### config.mk
export PLATFORM = sky130hd
export DESIGN_NAME = pred_regfile_mp_flat
export DESIGN_NICKNAME = d
export VERILOG_FILES = /design/src/rtl/pred_rf_pkg.sv /design/src/rtl/pred_regfile_mp_if.sv /design/src/rtl/pred_rf_clear_fsm.sv /design/src/rtl/pred_regfile_mp.sv /design/src/flat_wrapper.sv
export SDC_FILE = /design/constraint.sdc
export NUM_CORES = 1
export LEC_CHECK = 0
export BUFFER_PORTS_ARGS = -buffer_cell sky130_fd_sc_hd__buf_4
export CAP_MARGIN = 5
export CORE_MARGIN = 10
export CORE_UTILIZATION = 30
export DETAILED_ROUTE_END_ITERATION = 12
export PLACE_DENSITY_LB_ADDON = 0.1
export SLEW_MARGIN = 40
export SYNTH_ARGS = -nofsm -noshare
export SYNTH_HDL_FRONTEND = slang
export SYNTH_SLANG_ARGS = --single-unit
### constraint.sdc
create_clock -name clk -period 2.6 [get_ports clk]
set_input_delay 0.52 -clock clk [delete_from_list [all_inputs] [get_ports clk]]
set_output_delay 0.52 -clock clk [all_outputs]
set_load 0.005 [all_outputs]
### src/rtl/pred_rf_pkg.sv
// Shared types and helpers for the multi-ported predicate register file.
// Holds the clear-FSM state type, default sizes and write-port priority logic.
package pred_rf_pkg;

  localparam int DEF_NUM_REGS = 16;
  localparam int DEF_NUM_RD   = 2;
  localparam int DEF_NUM_WR   = 2;
  localparam int WR_MAX       = 16;

  typedef enum logic [1:0] {
    ST_IDLE,
    ST_CLEAR,
    ST_DONE
  } clr_st_e;

  // Later ports override earlier ones; returns {valid, data}.
  function automatic logic [1:0] wr_resolve(
    input logic [WR_MAX-1:0] hit,
    input logic [WR_MAX-1:0] dat,
    input int                n
  );
    logic [1:0] res;
    res = '0;
    for (int j = 0; j < WR_MAX; j++) begin
      if (j < n && hit[j]) res = {1'b1, dat[j]};
    end
    return res;
  endfunction

endpackage

### src/rtl/pred_regfile_mp_if.sv
// Issue-stage bundle between scheduler/compare units and the predicate file.
// master = scheduler side, slave = register file.
interface pred_regfile_mp_if
  import pred_rf_pkg::*;
#(
  parameter int NUM_REGS = DEF_NUM_REGS,
  parameter int NUM_RD   = DEF_NUM_RD,
  parameter int NUM_WR   = DEF_NUM_WR
);
  localparam int AW = $clog2(NUM_REGS);

  logic [NUM_RD*AW-1:0] rd_addr;
  logic [NUM_RD-1:0]    rd_data;
  logic [NUM_RD-1:0]    rd_pend;
  logic [NUM_WR-1:0]    wr_en;
  logic [NUM_WR*AW-1:0] wr_addr;
  logic [NUM_WR-1:0]    wr_data;
  logic                 pend_set_en;
  logic [AW-1:0]        pend_set_addr;
  logic                 clr_req;
  logic                 busy;
  logic                 clr_done;

  modport master (
    output rd_addr, wr_en, wr_addr, wr_data,
    output pend_set_en, pend_set_addr, clr_req,
    input  rd_data, rd_pend, busy, clr_done
  );

  modport slave (
    input  rd_addr, wr_en, wr_addr, wr_data,
    input  pend_set_en, pend_set_addr, clr_req,
    output rd_data, rd_pend, busy, clr_done
  );

endinterface

### src/rtl/pred_rf_clear_fsm.sv
// Sequential bulk-clear engine: walks every register index once.
// Owns state, counter, busy and the clr_done pulse.
module pred_rf_clear_fsm
  import pred_rf_pkg::*;
#(
  parameter int NUM_REGS = DEF_NUM_REGS,
  localparam int AW = $clog2(NUM_REGS)
) (
  input  logic          clk,
  input  logic          reset_n,
  input  logic          i_clr_req,
  output logic          o_busy,
  output logic          o_clr_done,
  output logic          o_clr_valid,
  output logic [AW-1:0] o_clr_idx
);

  clr_st_e       r_state;
  logic [AW-1:0] r_cnt;
  logic          r_busy;
  logic          r_done;

  // IDLE -> CLEAR (one index per cycle) -> DONE pulse -> IDLE
  always_ff @(posedge clk or negedge reset_n) begin
    if (!reset_n) begin
      r_state <= ST_IDLE;
      r_cnt   <= '0;
      r_busy  <= 1'b0;
      r_done  <= 1'b0;
    end else begin
      unique case (r_state)
        ST_IDLE: begin
          r_done <= 1'b0;
          if (i_clr_req) begin
            r_state <= ST_CLEAR;
            r_cnt   <= '0;
            r_busy  <= 1'b1;
          end
        end
        ST_CLEAR: begin
          r_cnt <= r_cnt + 1'b1;
          if (r_cnt == AW'(NUM_REGS - 1)) begin
            r_state <= ST_DONE;
            r_busy  <= 1'b0;
            r_done  <= 1'b1;
          end
        end
        ST_DONE: begin
          r_done  <= 1'b0;
          r_state <= ST_IDLE;
        end
        default: begin
          r_state <= ST_IDLE;
          r_busy  <= 1'b0;
          r_done  <= 1'b0;
        end
      endcase
    end
  end

  assign o_busy      = r_busy;
  assign o_clr_done  = r_done;
  assign o_clr_valid = (r_state == ST_CLEAR);
  assign o_clr_idx   = r_cnt;

endmodule

### src/rtl/pred_regfile_mp.sv
// Multi-ported predicate register file with pending scoreboard and bulk clear.
// Optional macro PRED_RF_BYPASS_EN forwards same-cycle writes to reads.
module pred_regfile_mp
  import pred_rf_pkg::*;
#(
  parameter int NUM_REGS = DEF_NUM_REGS,
  parameter int NUM_RD   = DEF_NUM_RD,
  parameter int NUM_WR   = DEF_NUM_WR,
  parameter int P0_TRUE  = 1
) (
  input logic              clk,
  input logic              reset_n,
  pred_regfile_mp_if.slave bus
);

  localparam int AW = $clog2(NUM_REGS);

  logic [NUM_REGS-1:0] r_regs;
  logic [NUM_REGS-1:0] r_pend;
  logic [NUM_REGS-1:0] w_reg_nxt;
  logic [NUM_REGS-1:0] w_pend_nxt;
  logic [NUM_REGS-1:0] w_src_reg;
  logic [NUM_REGS-1:0] w_src_pend;
  logic [NUM_RD-1:0]   r_rd_data;
  logic [NUM_RD-1:0]   r_rd_pend;
  logic [AW-1:0]       w_rd_addr [NUM_RD];
  logic [AW-1:0]       w_wr_addr [NUM_WR];
  logic                w_busy;
  logic                w_clr_valid;
  logic [AW-1:0]       w_clr_idx;

  pred_rf_clear_fsm #(
    .NUM_REGS (NUM_REGS)
  ) u_clr (
    .clk         (clk),
    .reset_n     (reset_n),
    .i_clr_req   (bus.clr_req),
    .o_busy      (w_busy),
    .o_clr_done  (bus.clr_done),
    .o_clr_valid (w_clr_valid),
    .o_clr_idx   (w_clr_idx)
  );

  for (genvar g = 0; g < NUM_RD; g++) begin : g_rd
    assign w_rd_addr[g] = bus.rd_addr[g*AW +: AW];
  end

  for (genvar g = 0; g < NUM_WR; g++) begin : g_wr
    assign w_wr_addr[g] = bus.wr_addr[g*AW +: AW];
  end

  // Next array state: clear step, else resolved writes then pend set
  always_comb begin : c_nxt
    logic [WR_MAX-1:0] v_hit;
    logic [WR_MAX-1:0] v_dat;
    logic [1:0]        v_res;
    w_reg_nxt  = r_regs;
    w_pend_nxt = r_pend;
    v_hit      = '0;
    v_dat      = '0;
    v_res      = '0;
    if (w_clr_valid) begin
      w_reg_nxt[w_clr_idx]  = 1'b0;
      w_pend_nxt[w_clr_idx] = 1'b0;
    end else begin
      for (int r = 0; r < NUM_REGS; r++) begin
        v_hit = '0;
        v_dat = '0;
        for (int j = 0; j < NUM_WR; j++) begin
          v_hit[j] = bus.wr_en[j] &&
                     (w_wr_addr[j] == AW'(r));
          v_dat[j] = bus.wr_data[j];
        end
        v_res = wr_resolve(v_hit, v_dat, NUM_WR);
        if (v_res[1] && !(P0_TRUE != 0 && r == 0)) begin
          w_reg_nxt[r]  = v_res[0];
          w_pend_nxt[r] = 1'b0;
        end
        if (bus.pend_set_en &&
            bus.pend_set_addr == AW'(r)) begin
          w_pend_nxt[r] = 1'b1;
        end
      end
    end
    if (P0_TRUE != 0) begin
      w_reg_nxt[0]  = 1'b0;
      w_pend_nxt[0] = 1'b0;
    end
  end

`ifdef PRED_RF_BYPASS_EN
  assign w_src_reg  = w_busy ? r_regs : w_reg_nxt;
  assign w_src_pend = w_busy ? r_pend : w_pend_nxt;
`else
  assign w_src_reg  = r_regs;
  assign w_src_pend = r_pend;
`endif

  // Commit the array and scoreboard
  always_ff @(posedge clk or negedge reset_n) begin
    if (!reset_n) begin
      r_regs <= '0;
      r_pend <= '0;
    end else begin
      r_regs <= w_reg_nxt;
      r_pend <= w_pend_nxt;
    end
  end

  // Registered read ports; register 0 is hard-wired true when enabled
  always_ff @(posedge clk or negedge reset_n) begin
    if (!reset_n) begin
      r_rd_data <= '0;
      r_rd_pend <= '0;
    end else begin
      for (int i = 0; i < NUM_RD; i++) begin
        if (P0_TRUE != 0 && w_rd_addr[i] == '0) begin
          r_rd_data[i] <= 1'b1;
          r_rd_pend[i] <= 1'b0;
        end else begin
          r_rd_data[i] <= w_src_reg[w_rd_addr[i]];
          r_rd_pend[i] <= w_src_pend[w_rd_addr[i]];
        end
      end
    end
  end

  assign bus.rd_data = r_rd_data;
  assign bus.rd_pend = r_rd_pend;
  assign bus.busy    = w_busy;

endmodule

### src/flat_wrapper.sv
// flat-port wrapper written by rule: the top's interface ports become plain ports
module pred_regfile_mp_flat import pred_rf_pkg::*;
#(
  parameter int NUM_REGS = DEF_NUM_REGS,
  parameter int NUM_RD   = DEF_NUM_RD,
  parameter int NUM_WR   = DEF_NUM_WR,
  parameter int P0_TRUE  = 1
)
  (clk, reset_n, bus_rd_addr, bus_wr_en, bus_wr_addr, bus_wr_data, bus_pend_set_en, bus_pend_set_addr, bus_clr_req, bus_rd_data, bus_rd_pend, bus_busy, bus_clr_done);
  pred_regfile_mp_if #(.NUM_REGS(NUM_REGS), .NUM_RD(NUM_RD), .NUM_WR(NUM_WR)) bus_i ();
  input logic clk;
  input logic reset_n;
  input wire logic [$bits(bus_i.rd_addr)-1:0] bus_rd_addr;
  input wire logic [$bits(bus_i.wr_en)-1:0] bus_wr_en;
  input wire logic [$bits(bus_i.wr_addr)-1:0] bus_wr_addr;
  input wire logic [$bits(bus_i.wr_data)-1:0] bus_wr_data;
  input wire logic [$bits(bus_i.pend_set_en)-1:0] bus_pend_set_en;
  input wire logic [$bits(bus_i.pend_set_addr)-1:0] bus_pend_set_addr;
  input wire logic [$bits(bus_i.clr_req)-1:0] bus_clr_req;
  output wire logic [$bits(bus_i.rd_data)-1:0] bus_rd_data;
  output wire logic [$bits(bus_i.rd_pend)-1:0] bus_rd_pend;
  output wire logic [$bits(bus_i.busy)-1:0] bus_busy;
  output wire logic [$bits(bus_i.clr_done)-1:0] bus_clr_done;
  assign bus_i.rd_addr = bus_rd_addr;
  assign bus_i.wr_en = bus_wr_en;
  assign bus_i.wr_addr = bus_wr_addr;
  assign bus_i.wr_data = bus_wr_data;
  assign bus_i.pend_set_en = bus_pend_set_en;
  assign bus_i.pend_set_addr = bus_pend_set_addr;
  assign bus_i.clr_req = bus_clr_req;
  assign bus_rd_data = bus_i.rd_data;
  assign bus_rd_pend = bus_i.rd_pend;
  assign bus_busy = bus_i.busy;
  assign bus_clr_done = bus_i.clr_done;
  pred_regfile_mp #(.NUM_REGS(NUM_REGS), .NUM_RD(NUM_RD), .NUM_WR(NUM_WR), .P0_TRUE(P0_TRUE)) u_core (.clk(clk), .reset_n(reset_n), .bus(bus_i));
endmodule
Word level (Yosys, flattened, before mapping)
Cells that the tools add are included.
{"block": "word_totals", "regBits": 42, "in_bits": 28, "wordCells": 297}
{"block": "classes", "n_addsub": 1, "n_lt_le_gt_ge": 4, "eq_ne": 50, "mux": 117, "bitwise_logic": 4, "n_reduce_logical": 85}
{"op": "$eq A4 B4 Y1 const B", "count": 25}
{"op": "$mux W2", "count": 47}
{"op": "$mux W1", "count": 59}
{"op": "$eq A4 B3 Y1 const B", "count": 12}
{"op": "$logic_and A1 B1 Y1", "count": 47}
{"op": "$reduce_bool A3 Y1", "count": 15}
{"op": "$and A16 B16 Y16", "count": 2}
{"op": "$reduce_bool A2 Y1", "count": 16}
{"op": "$eq A4 B2 Y1 const B", "count": 6}
{"op": "$bmux W1 S4", "count": 4}
{"op": "$mux W16", "count": 1}
{"op": "$not A16 Y16", "count": 1}
{"op": "$lt A4 B5 Y1 const B", "count": 3}
{"op": "$mux W15", "count": 1}
{"op": "$eq A4 B1 Y1 const B", "count": 3}
{"op": "$logic_not A4 Y1", "count": 3}
{"op": "$pmux W4 S2", "count": 1}
{"op": "$add A4 B1 Y4 const B", "count": 1}
{"op": "$demux W1 S4", "count": 1}
{"op": "$ge A4 B1 Y1 const B", "count": 1}
{"op": "$mux W4", "count": 1}
{"op": "$pmux W2 S2", "count": 1}
{"op": "$reduce_and A2 Y1", "count": 2}
{"op": "$pmux W1 S3", "count": 1}
{"op": "7 further kinds", "count": 7}

Depth between registers and ports, before layout
Gate-level depths: netlist of run 1.
{"block": "depth", "depth_word": 8, "ltp_mapped": 6, "depth_no_buf": 5}

Modules after synthesis
Synthesis of run 1 repeated with hierarchy kept, for this count alone.
{"block": "unflattened", "hier_cells": 324, "area_unflattened_um2": 3064.2}
{"module": "pred_regfile_mp", "instances": 1, "cells_each": 293, "area_each_um2": 2706.3}
{"module": "pred_rf_clear_fsm", "instances": 1, "cells_each": 31, "area_each_um2": 357.8}

Worst setup path before layout of run 1
No wires, ideal clock.
{"block": "synth_path", "kind": "input -> register", "from": "input port bus_rd_addr[4]", "to": "register u_core.r_rd_pend[1] (netlist: u_core.bus.rd_pend[1])", "setup_ns": 0.119, "arrival_ns": 1.502, "t_required_ns": 2.481, "slack_ns": 0.980, "stages": 5, "path_buffers": 1, "path_cell_list": "buf_2 mux4_2 nand2_1 o21ai_0 o21a_1"}
{"block": "synth_between", "elab_chain_len": 3, "elab_cells_between_ends": 4, "classes_between": "mux (3); reduce/logical (1)"}
{"element": "start: declaration", "line_no": "flat_wrapper.sv:13", "text": "input wire logic [$bits(bus_i.rd_addr)-1:0] bus_rd_addr;"}
{"element": "$bmux W1 S4", "line_no": "pred_regfile_mp.sv:122", "text": "r_rd_pend[i] <= w_src_pend[w_rd_addr[i]];"}
{"element": "$mux W1 (not written as such)", "line_no": "pred_regfile_mp.sv:122"}
{"element": "$mux W1 (*)", "line_no": "pred_regfile_mp.sv:117", "text": "if (P0_TRUE != 0 && w_rd_addr[i] == '0) begin"}
{"element": "end signal: indexed assignment", "line_no": "pred_regfile_mp.sv:122"}
{"element": "end: declaration", "line_no": "pred_regfile_mp.sv:25", "text": "logic [NUM_RD-1:0] r_rd_pend;"}
Mark *: on every way between the ends. The rest lies on a longest branch, timed or not. The select of a mux whose other input is x is not followed.
A chain may end at the register's enable or synchronous reset.

Final worst setup path of run 1
{"block": "layout_path", "from": "register u_core.u_clr.r_state[0]", "to": "register u_core.r_pend[2]"}
{"block": "layout_between", "elab_chain_len": 2, "elab_cells_between_ends": 3, "classes_between": "eq/ne (1); mux (1); reduce/logical (1)"}
{"element": "start: declaration", "line_no": "pred_rf_clear_fsm.sv:18", "text": "clr_st_e r_state;"}
{"element": "start signal: assignment", "line_no": "pred_rf_clear_fsm.sv:26", "text": "r_state <= ST_IDLE;"}
{"element": "start signal: assignment", "line_no": "pred_rf_clear_fsm.sv:35", "text": "r_state <= ST_CLEAR;"}
{"element": "start signal: assignment", "line_no": "pred_rf_clear_fsm.sv:43", "text": "r_state <= ST_DONE;"}
{"element": "$eq A2 B1 Y1 (*)", "line_no": "pred_rf_clear_fsm.sv:63", "text": "assign o_clr_valid = (r_state == ST_CLEAR);"}
{"element": "$reduce_bool A3 Y1 (no source line) or $mux W16 (tied branches)"}
{"element": "end signal: assignment", "line_no": "pred_regfile_mp.sv:106", "text": "r_pend <= w_pend_nxt;"}
{"element": "end: declaration", "line_no": "pred_regfile_mp.sv:19", "text": "logic [NUM_REGS-1:0] r_pend;"}
Mark *: on every way between the ends. The rest lies on a longest branch, timed or not.

==> flow_metrics.py, run 1 <==
metrics = {
    "sta": {
        "relSlewSlack_pct": 51.0,
        "tns_ns": 0,
        "finalWorstSetupSlack_ns": 0.734,
        "setup_violations": 0,
        "worstMarginPinSlew_ns": 0.725,
        "period_share_pct": 71.8,
        "max_freq_mhz": 536,
        "min_period_ns": 1.87,
        "slew_violations": 0,
        "hold_viol": 0,
        "fin_skew_ns": 0.00796,
        "rsz0062_at_grt": "no",
    },
    "power": {
        "power.net_switching_mw": 1.22,
        "seqPwrFrac_pct": 39.7,
        "power_mw": 2.87,
        "cellLeakagePower_nw": 1.29,
        "clock_power_share_pct": 15.5,
        "ir_drop_mv": 0.362,
        "p_sw_share_pct": 42.4,
        "internal_power_mw": 1.66,
        "power.density_nw_per_um2": 856,
        "p_comb_share_pct": 44.8,
    },
    "worst_setup_path": {
        "cp_top_family": "simple AND/OR/NAND/NOR gates",
        "r2r.worst_path.cells": 5,
        "slowest_stage": "dfrtp_1",
        "start_kind": "register",
        "critPathMaxStageDelay_ns": 0.47,
        "reg2reg_setup_slack_ns": 0.73,
        "cp-startpoint": "u_core.u_clr.r_state[0]",
        "critPathBufInv": 1,
        "end_kind": "register",
        "worstSetupPathType": "register to register",
        "cp_cell_sequence": "nor2b_1 > buf_4 > or3_1 > o21ai_0 > o22ai_1",
        "cp_max_fo": 22,
        "crit_required_ns": 2.78,
        "cp.arrival_ns": 2.04,
        "reg2reg_to": "u_core.r_pend[2]",
        "cp.depth": 5,
        "endpoint": "u_core.r_pend[2]",
        "reg2reg_from": "u_core.u_clr.r_state[0]",
    },
    "synthesis": {
        "yosysSeqAreaShare_pct": 36.0,
        "synth-async-reset-ratio_pct": 100,
        "ys_ff_latch": 42,
        "synth_enable_flop_cells": 0,
        "yosys.area.top_type": "dfrtp_1",
        "syn-instance-count": 310,
        "ys_types": 47,
        "syn_area_um2": 2920,
        "synth_ff_type": "dfrtp_1",
        "ys_warn_count": 0,
        "synth_top_area_share_pct": 36.0,
        "syn_area_per_cell_um2": 9.42,
        "synth_area_leaders": "dfrtp_1 (36%), mux4_2 (9.3%), o22ai_1 (6.2%)",
        "syn_nets": 342,
    },
    "place": {
        "placed_area_um2": 3270,
        "io_buffers": 33,
        "dp_hpwl_um": 7230,
        "gp_congestion": 0.856,
        "pre_cts_slack_ns": 0.692,
    },
    "global_route": {
        "antenna_found_initial": 0,
        "grt_pass1_wl_um": 15000,
        "grt_max_degree": 43,
        "grt_overflow": 0,
        "track_usage_pct": 13.3,
        "first_global_vias": 2636,
    },
    "finish": {
        "final_common_cell": "dfrtp_1",
        "diodes": 0,
        "area_growth_pct": 14.9,
        "drive_above_1_share_pct": 20.7,
        "most-common-layout-cells": "dfrtp_1 (42), buf_4 (39), o22ai_1 (29)",
        "fin_util_pct": 35.8,
        "final_cell_area_um2": 3350,
        "final_nets": 365,
    },
    "floorplanning": {
        "chipWidth_um": 119,
        "initial_core_util_pct": 31.1,
        "ios": 34,
        "core.rowCount": 35,
        "dieHeight_um": 119,
        "core_um2": 9370,
        "die_area_um2": 14100,
    },
    "route": {
        "drt_pass1_iterations": 5,
        "drtIter0Drc": 222,
        "wl_per_cell_um": 20.7,
        "via_per_inst": 5.81,
        "route.detailed.drc": 0,
        "wl_met3_um": 618,
        "ant_nets": 0,
        "vias": 2691,
        "met1_length_um": 4390,
        "wirelength_um": 9570,
        "dr.max_layer_used": "met4",
        "wl_met2_um": 4430,
    },
    "cts": {
        "path_clk_slew_ns": 0.09,
        "cts-root-buf": "clkbuf_8",
        "cts_setup_buffers": 0,
        "numCtsBuffers": 5,
        "clock_sinks": 42,
        "cts_tree": "yes",
        "postCtsHoldBufs": 0,
        "clk_latency_ns": 0.31,
        "cts_resized": 0,
        "cts_buffer_depth": 2,
        "htreeDepth": 2,
    },
    "min_path": {
        "min_path_type": "input pin to async pin",
    },
    "flow_run": {
        "drv_cap": 0,
    },
    "status": {
        "status": "completed",
    },
}
## registers in the layout (all words and copies together) (netlist names)
signal	flops
u_core.bus.rd_data	2
u_core.bus.rd_pend	2
u_core.r_pend	15
u_core.r_regs	15
u_core.u_clr.o_busy	1
u_core.u_clr.o_clr_done	1
u_core.u_clr.o_clr_idx	4
u_core.u_clr.r_state	2
## metal layers
layer / vias up / GRT usage [%]
met5: - / 0
met4: 0 / 2.90
met3: 12 / 2.48
met2: 106 / 20.8
met1: 1305 / 18.4
li1: 1268 / -
## worst min path at each step
stage	start	endpoint	slack [ns]	cells past startpoint
floorplan	reset_n	u_core.bus.rd_data[0]	0.22	0
global placement	u_core.u_clr.o_clr_done	u_core.u_clr.o_clr_done	0.49	2
detailed placement	u_core.u_clr.o_clr_done	u_core.u_clr.o_clr_done	0.50	2
CTS	reset_n	u_core.r_regs[8]	0.23	1
global route	reset_n	u_core.bus.rd_data[1]	0.24	1
finish	reset_n	u_core.bus.rd_data[1]	0.19	1
## kinds of logic (layout without fill, tap and decap cells)
family                   Yosys count  count (layout)  synth area share, %
adder cells (fa/ha/maj)            4               4                 1.71
flip-flops                        42              42                 36.0
AO/OA/AOI/OAI                    119             119                 26.5
multiplexers                      21              21                 12.4
AND/OR/NAND/NOR                   82              82                 17.3
buffers and inverters             42              66                 6.04
## power groups by stage
stage	Clock, mW	Sequential, mW	Combinational [mW]
finish	0.445	1.14	1.29
global route	0.482	1.18	1.42
detailed placement	0	1.15	1.28
CTS	0.451	1.14	1.28
floorplan	0	1.03	0.938
global placement	0	1.15	1.30
## cells in the mapped netlist (all sizes together) (4+ instances only)
master  number
o211ai       7
or3b         5
mux4        12
a32oi        7
clkbuf       9
and3         4
nand3       15
a211oi      17
nand2       16
o22ai       29
mux2i        7
and3b        4
a31oi       15
dfrtp       42
nor2b        4
ha           4
o21ai       26
buf         14
inv         19
a21oi        7
nand3b       7
nor2         7
## per-stage QoR
stage / instances / hold WS, ns
after global placement: 455 / 0.487
after CTS: 463 / 0.228
final: 463 / 0.189
after floorplan: 310 / 0.224
after detailed placement: 455 / 0.503
after global routing: 463 / 0.240
## cell type report
cell class	count	area (um^2)
inverter	19	71.3
clock inverter	2	13.8
sequential	42	1050
multi-input combinational	226	1690
tap	129	161
fill	997	6020
clock buffer	6	72.6
timing repair buffer	39	293
No activity file was read; power rests on OpenSTA's default activity.
==> run 2, diff against run 1 <==
==> constraint.sdc (replaced) <==
create_clock -name clk -period 1.7 [get_ports clk]
set_input_delay 0.34 -clock clk [delete_from_list [all_inputs] [get_ports clk]]
set_output_delay 0.34 -clock clk [all_outputs]
set_load 0.005 [all_outputs]
==> run 2 against run 1 <==
  * Sequential power grew 53%
  * Non-clock buffer count grew 27
  * Routed wire length is 1.5% higher
  * Clock-buffer cell count shrank 1
  * Worst hold slack worse by 0.17 ns
  * Critical path type unchanged
  * Largest cell class unchanged
  * Largest power group unchanged
==> flow_metrics.py, run 2 (synthesis results as in run 1) <==
metrics = {
    "status": {
        "status": "completed",
    },
    "finish": {
        "drive_above_1_share_pct": 26.9,
        "area_growth_pct": 23.2,
        "most-common-layout-cells": "buf_4 (65), dfrtp_1 (42), o22ai_1 (29)",
        "fin_cells": 490,
        "diodes": 0,
        "fin_util_pct": 38.4,
        "final_common_cell": "buf_4",
        "final_nets": 392,
    },
    "power": {
        "ir_drop_mv": 0.622,
        "internal_power_mw": 2.93,
        "power_mw": 4.85,
        "clock_power_share_pct": 17.5,
        "power.density_nw_per_um2": 1350,
        "power.net_switching_mw": 1.92,
        "p_comb_share_pct": 46.7,
        "seqPwrFrac_pct": 35.8,
        "cellLeakagePower_nw": 1.44,
        "p_sw_share_pct": 39.6,
    },
    "route": {
        "wl_per_cell_um": 19.8,
        "wirelength_um": 9710,
        "drt_pass1_iterations": 4,
        "ant_nets": 0,
        "vias": 2765,
        "via_per_inst": 5.64,
        "drtIter0Drc": 342,
        "route.detailed.drc": 0,
    },
    "global_route": {
        "track_usage_pct": 13.8,
        "grt_overflow": 0,
        "grt_pass1_wl_um": 15900,
        "antenna_found_initial": 0,
        "grt_max_degree": 43,
        "first_global_vias": 2862,
    },
    "place": {
        "io_buffers": 33,
        "place_inst": 480,
        "dp_hpwl_um": 7530,
        "pre_cts_slack_ns": 0.0383,
        "gp_congestion": 0.808,
    },
    "worst_setup_path": {
        "reg2reg_from": "u_core.u_clr.r_state[0]",
        "start_kind": "register",
        "cp-startpoint": "u_core.u_clr.r_state[0]",
        "cp_max_fo": 25,
        "cp.arrival_ns": 1.80,
        "crit_required_ns": 1.88,
        "worstSetupPathType": "register to register",
        "end_kind": "register",
    },
    "floorplanning": {
        "ios": 34,
        "core.rowCount": 35,
        "initial_core_util_pct": 31.1,
        "core_um2": 9370,
        "die_area_um2": 14100,
        "dieHeight_um": 119,
        "chipWidth_um": 119,
    },
    "sta": {
        "max_freq_mhz": 617,
        "slew_violations": 0,
        "fin_skew_ns": 0.0134,
        "rsz0062_at_grt": "no",
        "tns_ns": 0,
        "setup_violations": 0,
        "relSlewSlack_pct": 63.5,
        "worstMarginPinSlew_ns": 0.534,
        "finalWorstSetupSlack_ns": 0.0805,
        "period_share_pct": 95.3,
        "min_period_ns": 1.62,
        "hold_viol": 0,
    },
    "cts": {
        "cts_buffer_depth": 2,
        "numCtsBuffers": 5,
        "cts-root-buf": "clkbuf_8",
        "htreeDepth": 2,
        "cts_tree": "yes",
        "clock_sinks": 42,
        "path_clk_slew_ns": 0.10,
        "clk_latency_ns": 0.31,
    },
    "flow_run": {
        "drv_cap": 0,
    },
    "min_path": {
        "min_path_type": "input pin to async pin",
    },
}
run 2: repair_timing:
action	CTS	global route
endpoints found under the setup margin	1	5
pin swaps	0	1
hold buffers	0	0
buffers inserted	0	2
gates resized for setup	1	2
run 2: layout make-up:
class	instances	area, um^2
clock buffer	5	68.8
clock inverter	3	43.8
fill	991	5780
inverter	19	71.3
multi-input combinational	226	1690
sequential	42	1050
tap	129	161
timing repair buffer	66	508
run 2: stage by stage:
stage	area (um^2)	hold WS, ns
CTS	3580	0.0422
global placement	3470	0.377
global route	3600	0.0562
detailed placement	3470	0.377
floorplan	2920	0.0444
finish	3600	0.0151
run 2: worst max-delay path, cell delays in order (launching register included):
cell	delay, ns
dfrtp_1	0.42
nor2b_1	0.16
buf_12	0.17
or3_1	0.35
o211ai_1	0.26
o22ai_1	0.12
run 2: path summary, 6_finish.rpt:
path / slack, ns / to / cells after the start
max in group asynchronous: 1.28 / u_core.r_pend[12] / 1
worst min-delay path: 0.02 / u_core.bus.rd_data[1] / 1
worst max register to register: 0.08 / u_core.r_pend[3] / 5
worst max-delay path: 0.08 / u_core.r_pend[3] / 5
min in group clk: 0.26 / u_core.bus.rd_data[0] / 2
worst min register to register: 0.52 / u_core.u_clr.o_clr_done / 2
run 2: layer usage:
| layer | GRT usage, % | vias up | routed length [um] |
|---|---|---|---|
| met2 | 22.1 | 90 | 4590 |
| li1 | - | 1312 | - |
| met5 | 0 | - | 0 |
| met4 | 3.13 | 0 | 122 |
| met1 | 18.3 | 1349 | 4360 |
| met3 | 3.14 | 14 | 641 |
run 2: power by group through the flow:
| stage | combinational, mW | clock [mW] | sequential (mW) |
|---|---|---|---|
| 6_report | 2.26 | 0.849 | 1.74 |
| 5_1_grt | 2.49 | 0.901 | 1.80 |
| 4_1_cts | 2.24 | 0.856 | 1.74 |
| 3_5_place_dp | 2.23 | 0 | 1.76 |
| 3_3_place_gp | 2.23 | 0 | 1.75 |
| 2_1_floorplan | 1.43 | 0 | 1.58 |
==> run 3, diff against run 2 <==
--- a/config.mk
+++ b/config.mk
@@ -10,6 +10,7 @@
 export CORE_MARGIN = 10
 export CORE_UTILIZATION = 30
 export DETAILED_ROUTE_END_ITERATION = 12
+export MAX_ROUTING_LAYER = met4
 export PLACE_DENSITY_LB_ADDON = 0.1
 export SLEW_MARGIN = 40
 export SYNTH_ARGS = -nofsm -noshare
==> run 3 against run 2 <==
  * Sequential cell count is the same
  * Routed wire length shrank 0.49%
  * Critical path depth is the same
  * Clock-buffer cell count is the same
  * Combinational power is essentially flat
  * Via count shrank 0.11%
  * Largest cell class unchanged
  * Clock skew shrank 0.0052 ns
  * Die area is the same
  * Worst hold slack gained 0.0032 ns
  * Utilization is the same
  * First-iteration DRC count shrank 13%
  * Highest routed layer unchanged
  * Clock power shrank 1%
  * Critical path type unchanged
==> flow_metrics.py, run 3 (synthesis results as in run 1) <==
metrics = {
    "power": {
        "p_comb_share_pct": 46.7,
        "ir_drop_mv": 0.622,
        "cellLeakagePower_nw": 1.44,
        "power.density_nw_per_um2": 1340,
        "clock_power_share_pct": 17.4,
        "seqPwrFrac_pct": 36.0,
        "power.net_switching_mw": 1.90,
        "p_sw_share_pct": 39.4,
        "internal_power_mw": 2.93,
    },
    "route": {
        "wirelength_um": 9670,
        "route.detailed.drc": 0,
        "drtIter0Drc": 297,
        "wl_per_cell_um": 19.7,
        "via_per_inst": 5.64,
        "ant_nets": 0,
        "vias": 2762,
        "drt_pass1_iterations": 5,
    },
    "finish": {
        "final_common_cell": "buf_4",
        "most-common-layout-cells": "buf_4 (65), dfrtp_1 (42), o22ai_1 (29)",
        "drive_above_1_share_pct": 26.9,
        "fill_cells": 991,
        "fin_util_pct": 38.4,
        "area_growth_pct": 23.2,
        "final_nets": 392,
        "diodes": 0,
        "fin_cells": 490,
    },
    "worst_setup_path": {
        "reg2reg_setup_slack_ns": 0.09,
        "reg2reg_from": "u_core.u_clr.r_state[0]",
        "critPathMaxStageDelay_ns": 0.42,
        "reg2reg_to": "u_core.r_pend[3]",
        "end_kind": "register",
        "slowest_stage": "dfrtp_1",
        "crit_required_ns": 1.87,
        "cp-startpoint": "u_core.u_clr.r_state[0]",
        "start_kind": "register",
        "cp_cell_sequence": "nor2b_1 > buf_12 > or3_1 > o211ai_1 > o22ai_1",
        "endpoint": "u_core.r_pend[3]",
        "cp.arrival_ns": 1.79,
        "cp_max_fo": 25,
        "r2r.worst_path.cells": 5,
        "worstSetupPathType": "register to register",
    },
    "place": {
        "io_buffers": 33,
        "place_inst": 480,
        "dp_hpwl_um": 7530,
        "gp_congestion": 0.820,
    },
    "status": {
        "status": "completed",
    },
    "sta": {
        "min_period_ns": 1.61,
        "tns_ns": 0,
        "holdWs_ns": 0.0183,
        "fin_skew_ns": 0.00822,
        "hold_viol": 0,
        "setup_violations": 0,
        "relSlewSlack_pct": 63.1,
        "period_share_pct": 94.8,
        "rsz0062_at_grt": "no",
        "slew_violations": 0,
        "worstMarginPinSlew_ns": 0.539,
        "max_freq_mhz": 620,
    },
    "floorplanning": {
        "core.rowCount": 35,
        "die_area_um2": 14100,
        "chipWidth_um": 119,
        "core_um2": 9370,
        "dieHeight_um": 119,
        "initial_core_util_pct": 31.1,
        "ios": 34,
    },
    "global_route": {
        "track_usage_pct": 14.2,
        "antenna_found_initial": 0,
        "grt_max_degree": 43,
        "first_global_vias": 2870,
        "grt_pass1_wl_um": 16000,
        "grt_overflow": 0,
    },
    "cts": {
        "cts-root-buf": "clkbuf_8",
        "clk_latency_ns": 0.30,
        "path_clk_slew_ns": 0.09,
        "htreeDepth": 2,
        "cts_buffer_depth": 2,
        "clock_sinks": 42,
        "cts_tree": "yes",
        "numCtsBuffers": 5,
        "postCtsHoldBufs": 0,
    },
    "min_path": {
        "min_path_type": "input pin to async pin",
    },
    "flow_run": {
        "drv_cap": 0,
    },
}
==> run 3: power by group through the flow <==
stage / registers (mW) / clock network, mW / logic [mW]
after floorplan: 1.58 / 0 / 1.43
after global placement: 1.75 / 0 / 2.23
after detailed placement: 1.76 / 0 / 2.23
after CTS: 1.74 / 0.856 / 2.24
after global routing: 1.80 / 0.901 / 2.49
final: 1.74 / 0.838 / 2.25
==> run 3: worst max-delay path: cells and delay by family, from the launching register on <==
kind	cells	cell delay, ns
AND/OR/NAND/NOR	2	0.52
AO/OA/AOI/OAI	2	0.38
buffers and inverters	1	0.17
flip-flops	1	0.42
==> run 3: how the worst min path moves through the flow <==
stage                       endpoint    start  slack (ns)  cells after the start
5_1_grt        u_core.bus.rd_data[0]  reset_n        0.05                      1
3_3_place_gp   u_core.bus.rd_data[1]  reset_n        0.38                      1
3_5_place_dp   u_core.bus.rd_data[1]  reset_n        0.38                      1
4_1_cts            u_core.r_regs[15]  reset_n        0.04                      1
2_1_floorplan  u_core.bus.rd_data[0]  reset_n        0.04                      0
6_report       u_core.bus.rd_data[0]  reset_n        0.02                      1
==> run 3: metrics by stage <==
| stage | cell area (um^2) | setup WS [ns] | total power, mW |
|---|---|---|---|
| after floorplan | 2920 | 0.260 | 3.01 |
| after global placement | 3470 | 0.117 | 3.98 |
| after detailed placement | 3470 | 0.0383 | 3.99 |
| after CTS | 3580 | 0.0132 | 4.83 |
| after global routing | 3600 | 0.00913 | 5.19 |
| final | 3600 | 0.0876 | 4.83 |
==> run 3: cell type report <==
type                    instances  area [um^2]  share of cell area (%)
multi-input cells             226         1690                    47.0
flip-flops and latches         42         1050                    29.2
repair buffers                 66          508                    14.1
well taps                     129          161                    4.49
inverters                      19         71.3                    1.98
clock buffers                   5         68.8                    1.91
clock inverters                 3         43.8                    1.22
==> run 3: metal layers <==
metal	vias to the layer above	global-route usage [%]	routed length (um)
li1	1316	-	-
met1	1365	18.6	4500
met5	-	-	0
met2	71	22.1	4630
met3	10	2.76	426
met4	0	3.13	110
==> run 3: timing repair <==
item	CTS	global route
setup endpoints to repair	1	5
buffers inserted	0	2
endpoints found under the hold margin	0	0
pin swaps	0	1
gates cloned	0	0
resized for setup	1	2
